### src/rtl/conv_ofm_collector_if.sv
// Bundle of the convolution-output capture port and the buffered read port
// of conv_ofm_collector.
interface conv_ofm_collector_if #(
  parameter int OFM_W = 13,
  parameter int SUM_W = 17
);
  logic             out_valid;
  logic [OFM_W-1:0] Out_OFM;
  logic             rd_ready;
  logic             rd_valid;
  logic [OFM_W-1:0] rd_data;
  logic             rd_last;
  logic             frame_done;
  logic [OFM_W-1:0] ofm_max;
  logic [SUM_W-1:0] ofm_sum;
  logic             overflow_err;

  modport slave (
    input  out_valid, Out_OFM, rd_ready,
    output rd_valid, rd_data, rd_last, frame_done, ofm_max, ofm_sum, overflow_err
  );

  modport master (
    output out_valid, Out_OFM, rd_ready,
    input  rd_valid, rd_data, rd_last, frame_done, ofm_max, ofm_sum, overflow_err
  );
endinterface

### src/rtl/conv_ofm_collector.sv
// Captures one OFM frame from the convolution block, tracks its max and sum,
// then drains the buffered words over a valid/ready read port.
module conv_ofm_collector #(
  parameter int OFM_W     = 13,
  parameter int OFM_DEPTH = 16,
  parameter int ADDR_W    = 4,
  parameter int SUM_W     = 17
) (
  input logic                 clk,
  input logic                 rst_n,
  conv_ofm_collector_if.slave bus
);

  typedef enum logic [1:0] {
    IDLE    = 2'd0,
    COLLECT = 2'd1,
    DRAIN   = 2'd2
  } state_t;

  localparam logic [ADDR_W-1:0] LAST_ADDR = ADDR_W'(OFM_DEPTH - 1);

  logic [OFM_W-1:0]  mem_r [OFM_DEPTH];
  state_t            state_r, state_s;
  logic [ADDR_W-1:0] wr_ptr_r, wr_ptr_s;
  logic [ADDR_W-1:0] rd_ptr_r, rd_ptr_s;
  logic [ADDR_W-1:0] rd_ptr_inc_s;
  logic              rd_valid_r, rd_valid_s;
  logic [OFM_W-1:0]  rd_data_r, rd_data_s;
  logic              rd_last_r, rd_last_s;
  logic              frame_done_r, frame_done_s;
  logic [OFM_W-1:0]  max_r, max_s;
  logic [SUM_W-1:0]  sum_r, sum_s;
  logic              ovf_r, ovf_s;
  logic              we_s;
  logic [ADDR_W-1:0] wa_s;

  assign rd_ptr_inc_s = rd_ptr_r + ADDR_W'(1);

  // Next-state, buffer write strobe and next values of every registered output
  always_comb begin
    state_s      = state_r;
    wr_ptr_s     = wr_ptr_r;
    rd_ptr_s     = rd_ptr_r;
    rd_valid_s   = rd_valid_r;
    rd_data_s    = rd_data_r;
    rd_last_s    = rd_last_r;
    frame_done_s = 1'b0;
    max_s        = max_r;
    sum_s        = sum_r;
    ovf_s        = ovf_r;
    we_s         = 1'b0;
    wa_s         = wr_ptr_r;
    case (state_r)
      IDLE: begin
        if (bus.out_valid) begin
          // First word of a frame restarts the statistics.
          we_s     = 1'b1;
          wa_s     = {ADDR_W{1'b0}};
          max_s    = bus.Out_OFM;
          sum_s    = SUM_W'(bus.Out_OFM);
          wr_ptr_s = ADDR_W'(1);
          state_s  = COLLECT;
        end else begin
          state_s = IDLE;
        end
      end
      COLLECT: begin
        if (bus.out_valid) begin
          we_s  = 1'b1;
          wa_s  = wr_ptr_r;
          max_s = (bus.Out_OFM > max_r) ? bus.Out_OFM : max_r;
          sum_s = sum_r + SUM_W'(bus.Out_OFM);
          if (wr_ptr_r == LAST_ADDR) begin
            // buf[0] is already written, so the first read word can be preloaded.
            wr_ptr_s     = {ADDR_W{1'b0}};
            rd_ptr_s     = {ADDR_W{1'b0}};
            rd_valid_s   = 1'b1;
            rd_data_s    = mem_r[0];
            rd_last_s    = 1'b0;
            frame_done_s = 1'b1;
            state_s      = DRAIN;
          end else begin
            wr_ptr_s = wr_ptr_r + ADDR_W'(1);
          end
        end else begin
          state_s = COLLECT;
        end
      end
      DRAIN: begin
        if (bus.out_valid) begin
          ovf_s = 1'b1;
        end else begin
          ovf_s = ovf_r;
        end
        if (rd_valid_r && bus.rd_ready) begin
          if (rd_last_r) begin
            rd_valid_s = 1'b0;
            rd_last_s  = 1'b0;
            rd_ptr_s   = {ADDR_W{1'b0}};
            state_s    = IDLE;
          end else begin
            rd_ptr_s  = rd_ptr_inc_s;
            rd_data_s = mem_r[rd_ptr_inc_s];
            rd_last_s = (rd_ptr_inc_s == LAST_ADDR);
          end
        end else begin
          state_s = DRAIN;
        end
      end
      default: begin
        state_s = IDLE;
      end
    endcase
  end

  // State and output registers
  always_ff @(posedge clk or negedge rst_n) begin
    if (!rst_n) begin
      state_r      <= IDLE;
      wr_ptr_r     <= {ADDR_W{1'b0}};
      rd_ptr_r     <= {ADDR_W{1'b0}};
      rd_valid_r   <= 1'b0;
      rd_data_r    <= {OFM_W{1'b0}};
      rd_last_r    <= 1'b0;
      frame_done_r <= 1'b0;
      max_r        <= {OFM_W{1'b0}};
      sum_r        <= {SUM_W{1'b0}};
      ovf_r        <= 1'b0;
    end else begin
      state_r      <= state_s;
      wr_ptr_r     <= wr_ptr_s;
      rd_ptr_r     <= rd_ptr_s;
      rd_valid_r   <= rd_valid_s;
      rd_data_r    <= rd_data_s;
      rd_last_r    <= rd_last_s;
      frame_done_r <= frame_done_s;
      max_r        <= max_s;
      sum_r        <= sum_s;
      ovf_r        <= ovf_s;
    end
  end

  // Frame buffer; contents are don't-care after reset
  always_ff @(posedge clk) begin
    if (we_s) begin
      mem_r[wa_s] <= bus.Out_OFM;
    end
  end

  assign bus.rd_valid     = rd_valid_r;
  assign bus.rd_data      = rd_data_r;
  assign bus.rd_last      = rd_last_r;
  assign bus.frame_done   = frame_done_r;
  assign bus.ofm_max      = max_r;
  assign bus.ofm_sum      = sum_r;
  assign bus.overflow_err = ovf_r;

endmodule

### src/flat_wrapper.sv
// flat-port wrapper written by rule: the top's interface ports become plain ports
module conv_ofm_collector_flat 
#(
  parameter int OFM_W     = 13,
  parameter int OFM_DEPTH = 16,
  parameter int ADDR_W    = 4,
  parameter int SUM_W     = 17
)
  (clk, rst_n, bus_out_valid, bus_Out_OFM, bus_rd_ready, bus_rd_valid, bus_rd_data, bus_rd_last, bus_frame_done, bus_ofm_max, bus_ofm_sum, bus_overflow_err);
  conv_ofm_collector_if #(.OFM_W(OFM_W), .SUM_W(SUM_W)) bus_i ();
  input logic clk;
  input logic rst_n;
  input wire logic [$bits(bus_i.out_valid)-1:0] bus_out_valid;
  input wire logic [$bits(bus_i.Out_OFM)-1:0] bus_Out_OFM;
  input wire logic [$bits(bus_i.rd_ready)-1:0] bus_rd_ready;
  output wire logic [$bits(bus_i.rd_valid)-1:0] bus_rd_valid;
  output wire logic [$bits(bus_i.rd_data)-1:0] bus_rd_data;
  output wire logic [$bits(bus_i.rd_last)-1:0] bus_rd_last;
  output wire logic [$bits(bus_i.frame_done)-1:0] bus_frame_done;
  output wire logic [$bits(bus_i.ofm_max)-1:0] bus_ofm_max;
  output wire logic [$bits(bus_i.ofm_sum)-1:0] bus_ofm_sum;
  output wire logic [$bits(bus_i.overflow_err)-1:0] bus_overflow_err;
  assign bus_i.out_valid = bus_out_valid;
  assign bus_i.Out_OFM = bus_Out_OFM;
  assign bus_i.rd_ready = bus_rd_ready;
  assign bus_rd_valid = bus_i.rd_valid;
  assign bus_rd_data = bus_i.rd_data;
  assign bus_rd_last = bus_i.rd_last;
  assign bus_frame_done = bus_i.frame_done;
  assign bus_ofm_max = bus_i.ofm_max;
  assign bus_ofm_sum = bus_i.ofm_sum;
  assign bus_overflow_err = bus_i.overflow_err;
  conv_ofm_collector #(.OFM_W(OFM_W), .OFM_DEPTH(OFM_DEPTH), .ADDR_W(ADDR_W), .SUM_W(SUM_W)) u_core (.clk(clk), .rst_n(rst_n), .bus(bus_i));
endmodule
### config.mk
export PLATFORM = sky130hd
export DESIGN_NAME = conv_ofm_collector_flat
export DESIGN_NICKNAME = d
export VERILOG_FILES = /design/src/rtl/conv_ofm_collector_if.sv /design/src/rtl/conv_ofm_collector.sv /design/src/flat_wrapper.sv
export SDC_FILE = /design/constraint.sdc
export NUM_CORES = 1
export LEC_CHECK = 0
export BUFFER_PORTS_ARGS = -buffer_cell sky130_fd_sc_hd__buf_2
export CAP_MARGIN = 10
export CORE_ASPECT_RATIO = 1.5
export CORE_MARGIN = 10
export CORE_UTILIZATION = 60
export CTS_BUF_LIST = sky130_fd_sc_hd__clkbuf_16
export DETAILED_ROUTE_END_ITERATION = 8
export PLACE_DENSITY = 0.88
export SETUP_SLACK_MARGIN = 0.5
export SLEW_MARGIN = 20
export SYNTH_ARGS = -nofsm -noshare
export SYNTH_HDL_FRONTEND = slang
export SYNTH_SLANG_ARGS = --single-unit
### constraint.sdc
create_clock -name clk -period 4.57 [get_ports clk]
set_input_delay 0.2285 -clock clk [delete_from_list [all_inputs] [get_ports clk]]
set_output_delay 0.2285 -clock clk [all_outputs]
set_load 0.005 [all_outputs]
After elaboration in Yosys (flattened, before gate mapping)
Memory sizes are Yosys's and may differ from the RTL's.
Cells that the tools add are included.
{"block": "totals", "regBits": 57, "mem_bits_rw": 208, "output_inout_bits": 47, "memories": 1}
{"name": "u_core.mem_r", "words": 16, "word_bits": 13, "read_ports": 2, "rd_ports_with_merged_regs": 0, "write_ports": 1, "line": "conv_ofm_collector.sv:22", "source": "logic [OFM_W-1:0] mem_r [OFM_DEPTH];"}
{"block": "classes", "n_addsub": 3, "magnitude_cmp": 1, "n_eq_ne": 13, "muxes": 46, "reduce_logical": 12}
{"cell": "2-to-1 mux 13 bit", "count": 7}
{"cell": "case mux 13 bit (2 select lines)", "count": 2}
{"cell": "2-to-1 mux 4 bit", "count": 9}
{"cell": "2-to-1 mux 17 bit", "count": 2}
{"cell": "case mux 17 bit (2 select lines)", "count": 1}
{"cell": "adder 17 x 13 -> 17 bit", "count": 1}
{"cell": "2-to-1 mux 1 bit", "count": 16}
{"cell": "case mux 4 bit (2 select lines)", "count": 2}
{"cell": "> comparator 13 bit", "count": 1}
{"cell": "AND reduction 5 bit", "count": 2}
{"cell": "adder 4 x 1 -> 4 bit (second input constant)", "count": 2}
{"cell": "== test 4 bit (second input constant)", "count": 2}
{"cell": "2-to-1 mux 2 bit", "count": 4}
{"cell": "!= test 2 x 1 -> 1 bit (second input constant)", "count": 4}
{"cell": "AND reduction 4 bit", "count": 2}
{"cell": "!= test 2 bit (second input constant)", "count": 3}
{"cell": "!= test 3 x 2 -> 1 bit (second input constant)", "count": 2}
{"cell": "case mux 2 bit (3 select lines)", "count": 1}
{"cell": "case mux 1 bit (2 select lines)", "count": 2}
{"cell": "AND reduction 2 bit", "count": 2}
{"cell": "nonzero test 2 bit", "count": 2}
{"cell": "AND reduction 3 bit", "count": 1}
{"cell": "== test 2 x 1 -> 1 bit (second input constant)", "count": 1}
{"cell": "== test 2 bit (second input constant)", "count": 1}
{"cell": "other kinds (3)", "count": 3}

Depth between registers and ports, before layout
{"block": "logic_depth", "ltp_word": 5, "ltp_mapped": 10}

Worst setup path before layout
Ideal clock, no wire load.
{"block": "synth_timing", "kind": "register -> register", "start": "register u_core.rd_ptr_r[0]", "end": "register u_core.rd_data_r[10] (netlist: u_core.bus.rd_data[10])", "arrival_time_ns": 2.564, "required_ns": 4.435, "path_slack_ns": 1.872, "path_stages_with_launch": 11, "n_path_buf": 4, "period_less_slack_ns": 2.698, "path_cell_list": "dfrtp_1 -> buf_6 -> buf_6 -> inv_1 -> ha_1 -> clkbuf_1 -> clkbuf_1 -> mux4_2 -> mux4_2 -> mux2i_1 -> o21ai_1"}
{"block": "synth_between", "elab_chain_cells": 5}
{"item": "start: declaration", "line": "conv_ofm_collector.sv:25", "source": "logic [ADDR_W-1:0] rd_ptr_r, rd_ptr_s;"}
{"item": "start signal: assignment", "line": "conv_ofm_collector.sv:121", "source": "rd_ptr_r <= {ADDR_W{1'b0}};"}
{"item": "start signal: assignment", "line": "conv_ofm_collector.sv:132", "source": "rd_ptr_r <= rd_ptr_s;"}
{"item": "adder 4 x 1 -> 4 bit", "line": "conv_ofm_collector.sv:37", "source": "assign rd_ptr_inc_s = rd_ptr_r + ADDR_W'(1);"}
{"item": "memory read (16 x 13 bit)"}
{"item": "2-to-1 mux 13 bit", "line": "conv_ofm_collector.sv:96", "source": "if (rd_last_r) begin"}
{"item": "2-to-1 mux 13 bit", "line": "conv_ofm_collector.sv:95", "source": "if (rd_valid_r && bus.rd_ready) begin"}
{"item": "case mux 13 bit (2 select lines)", "line": "conv_ofm_collector.sv:53", "source": "case (state_r)"}
{"item": "end signal: assignment", "line": "conv_ofm_collector.sv:123", "source": "rd_data_r <= {OFM_W{1'b0}};"}
{"item": "end signal: assignment", "line": "conv_ofm_collector.sv:134", "source": "rd_data_r <= rd_data_s;"}
{"item": "end: declaration", "line": "conv_ofm_collector.sv:28", "source": "logic [OFM_W-1:0] rd_data_r, rd_data_s;"}
No other way between the ends. The select of a mux whose other input is x is not followed.
A chain may end at the register's enable or synchronous reset.

Worst setup path after layout
{"block": "layout_timing", "start": "register u_core.rd_ptr_r[1]", "end": "register u_core.rd_data_r[7] (netlist: u_core.bus.rd_data[7])"}
The elaborated chain is that of the path after synthesis.

==> results.cfg <==
[setup_path]
path_class = flip-flop to flip-flop
startpoint_type = flip-flop
worstPathRequired_ns = 4.92
crit_family = adder cells
crit_path_top_delay_cell = ha_2
arrival_ns = 3.44
worst_path_largest_cell_delay_ns = 1.03
crit_top_cell = mux4_2
endpoint_kind = flip-flop
path_cells = ha_2 > buf_4 > mux4_2 > mux4_2 > mux2i_1 > o21ai_1
path_max_fanout = 39
critical_path_buf_inv_count = 1

[yosys]
yosysWarnings = 0
synth-seq-area-share = 0.651
synth_top_cell_by_area = edfxtp_1
ys_ff_latch = 265
ys_top_cells_by_area = edfxtp_1 (53%), mux4_2 (12%), dfrtp_1 (12%), ha_1 (3.1%), nand2_1 (1.7%)
yosysTopAreaCellShare = 0.530
synthArstFlopShare = 0.215
netlist_area_um2 = 11800
synth_edf_count = 208
yosys_most_used_dff = edfxtp_1
synthesis.nets = 792
syn_inst = 745
synth_cell_types = 59
synth_area_per_cell_um2 = 15.8

[clock_network]
cts_max_path_buffers = 3
post-cts-setup-buffers = 0
cts_tree = built
cts.sinks = 265
cts_resized = 0
h-tree-depth = 1
cts_made_buffers = 23
clock_latency_ns = 0.52
cts-root-buf = clkbuf_16
hold_buffers = 1
clk_pin_slew_worst_paths_ns = 0.07

[power_and_ir_drop]
pwr-share-seq = 0.439
clkPwrFrac = 0.244
swShare = 0.332
peakVddDrop_mv = 0.358
powerDensity_nw_per_um2 = 578
p_comb_frac = 0.318
leakagePower_nw = 4.74
power.switching_mw = 2.51
p_int_mw = 5.06

[placed_design]
gp_congestion = 0.827
dp_slack_ns = 1.33
place_hpwl_um = 18600
dp_cells = 1033
port_buffers = 63

[floorplan]
chipHeight_um = 192
dieArea_um2 = 25700
io_pins = 64
core_area_um2 = 19200
die_x_um = 134
initial_utilization = 0.612
num_rows = 62

[drt]
via_count = 7093
drc_errors = 0
wl_per_cell_um = 26.3
ant_nets = 0
routed_wl_um = 28300
drt_iter0_drc = 767
via_per_inst = 6.59
drtPass1Iterations = 5

[sta]
hold_viol_final = 0
worstMarginPinSlew_ns = 1.06
grt_setup_unrepaired = no
period_share = 0.675
period_needed_ns = 3.08
drv_slew = 0
worst_slack_ns = 1.49
relSlewSlack = 0.294
final.setup.tns_ns = 0
setup_viol = 0
max_freq_ghz = 0.324
skew_ns = 0.0156

[finish]
layout.nets = 850
fin_cells = 1076
n_antenna_cell = 0
syn_to_final_growth_pct = 11.1
drive_above_1_share = 0.245

[status]
status = completed

[global_routing]
grt_max_degree = 65
grt_pass1_vias = 7088
grt_pass1_wl_um = 43200
overflow = 0
grt_antenna_before_repair = 0
grtUsageTotal = 0.220

[worst_hold_path]
hp-class = input port to flip-flop

[run]
maxCapViolations = 0
==> cell usage in the layout (no fill, tap or decap), types with 4 or more instances in the layout <==
cell,n
dfrtp_1,55
o2111ai_1,13
nor2_2,13
ha_1,28
nand2_1,53
buf_4,10
a21o_1,14
buf_2,63
mux2i_1,15
nand3_1,22
clkbuf_16,23
xnor2_1,6
nor2_1,27
nand4_1,15
edfxtp_1,208
xor2_1,4
inv_1,23
o21ai_0,16
clkinv_2,4
a311oi_1,4
mux4_2,65
o21ai_1,16
o211ai_1,5
nand2b_1,13
nor3b_1,4
a31oi_1,19
a21oi_1,11
==> synth_stat cells, types with 6 or more instances <==
cell	instances
o21ai_1	16
a31oi_1	19
inv_1	17
nand4_1	15
edfxtp_1	208
nand3_1	22
mux4_2	65
a21oi_1	11
buf_6	6
nand2_1	53
xnor2_1	6
clkbuf_1	28
nor2_1	40
nand2b_1	13
dfrtp_1	57
o2111ai_1	13
mux2i_1	15
o21ai_0	16
a21o_1	14
ha_1	29
==> final cells by class <==
type                    count  area, um^2
clock buffers              23         576
inverters                  17        63.8
repair buffers             75         412
flip-flops and latches    265        7680
multi-input cells         421        3910
well taps                 256         320
clock inverters            19         134
fillers                  1307        6150
==> metal layers <==
layer	vias up	routed length, um	GRT usage
met4	0	1180	0.0869
met5	-	0	0
met2	358	15100	0.390
met3	57	1910	0.0288
met1	3591	10100	0.266
li1	3087	-	-
==> final timing paths <==
kind                                          from                 endpoint  slack [ns]  cells past startpoint
setup / recovery                u_core.rd_ptr_r[1]    u_core.bus.rd_data[7]        1.49                      6
setup reg to reg                u_core.rd_ptr_r[1]    u_core.bus.rd_data[7]        1.49                      6
max in group asynchronous                    rst_n       u_core.rd_ptr_r[0]        3.54                      3
min in group asynchronous                    rst_n   u_core.bus.rd_data[11]        0.43                      3
hold reg to reg            u_core.bus.overflow_err  u_core.bus.overflow_err        0.45                      1
hold / removal                       bus_out_valid  u_core.bus.overflow_err        0.06                      2
==> worst reg2reg max path, stage by stage, from the launching register on <==
cell and delay, ns:
dfrtp_1 0.43, ha_2 1.03, buf_4 0.36, mux4_2 0.33, mux4_2 0.49, mux2i_1 0.21, o21ai_1 0.09
==> power by group through the flow <==
| stage | logic (mW) | registers (mW) | clock network, mW |
|---|---|---|---|
| finish | 2.40 | 3.32 | 1.84 |
| global route | 2.64 | 3.37 | 1.94 |
| CTS | 2.41 | 3.31 | 1.86 |
| detailed placement | 2.39 | 3.35 | 0 |
| global placement | 2.30 | 3.32 | 0 |
| floorplan | 1.68 | 3.27 | 0 |
==> per-stage QoR <==
| step | power [mW] | util | hold WS, ns | cell area [um^2] |
|---|---|---|---|---|
| CTS | 7.58 | 0.679 | 0.0467 | 13100 |
| global placement | 5.62 | 0.640 | 0.441 | 12300 |
| detailed placement | 5.74 | 0.642 | 0.444 | 12300 |
| global route | 7.95 | 0.680 | 0.0617 | 13100 |
| floorplan | 4.95 | - | -0.0671 | 11800 |
| finish | 7.57 | 0.680 | 0.0612 | 13100 |
==> flip-flops by register name (all words and copies together), names as in the netlist <==
name,flops
u_core.bus.ofm_max,13
u_core.mem_r,208
u_core.state_r,2
u_core.bus.rd_data,13
u_core.wr_ptr_r,4
u_core.bus.rd_valid,1
u_core.bus.frame_done,1
u_core.rd_ptr_r,4
u_core.bus.overflow_err,1
u_core.bus.rd_last,1
u_core.bus.ofm_sum,17
==> logic make-up (layout without fill, tap and decap cells) <==
group                    Yosys count  count (layout)  share of synthesized area
buffers and inverters             59             134                     0.0231
adder cells (fa/ha/maj)           30              30                     0.0325
AND/OR/NAND/NOR                  169             169                     0.0688
XOR/XNOR                          12              12                     0.0102
multiplexers                      84              84                      0.141
AO/OA/AOI/OAI                    126             126                     0.0731
flip-flops                       265             265                      0.651
No activity file was read; power rests on OpenSTA's default activity.
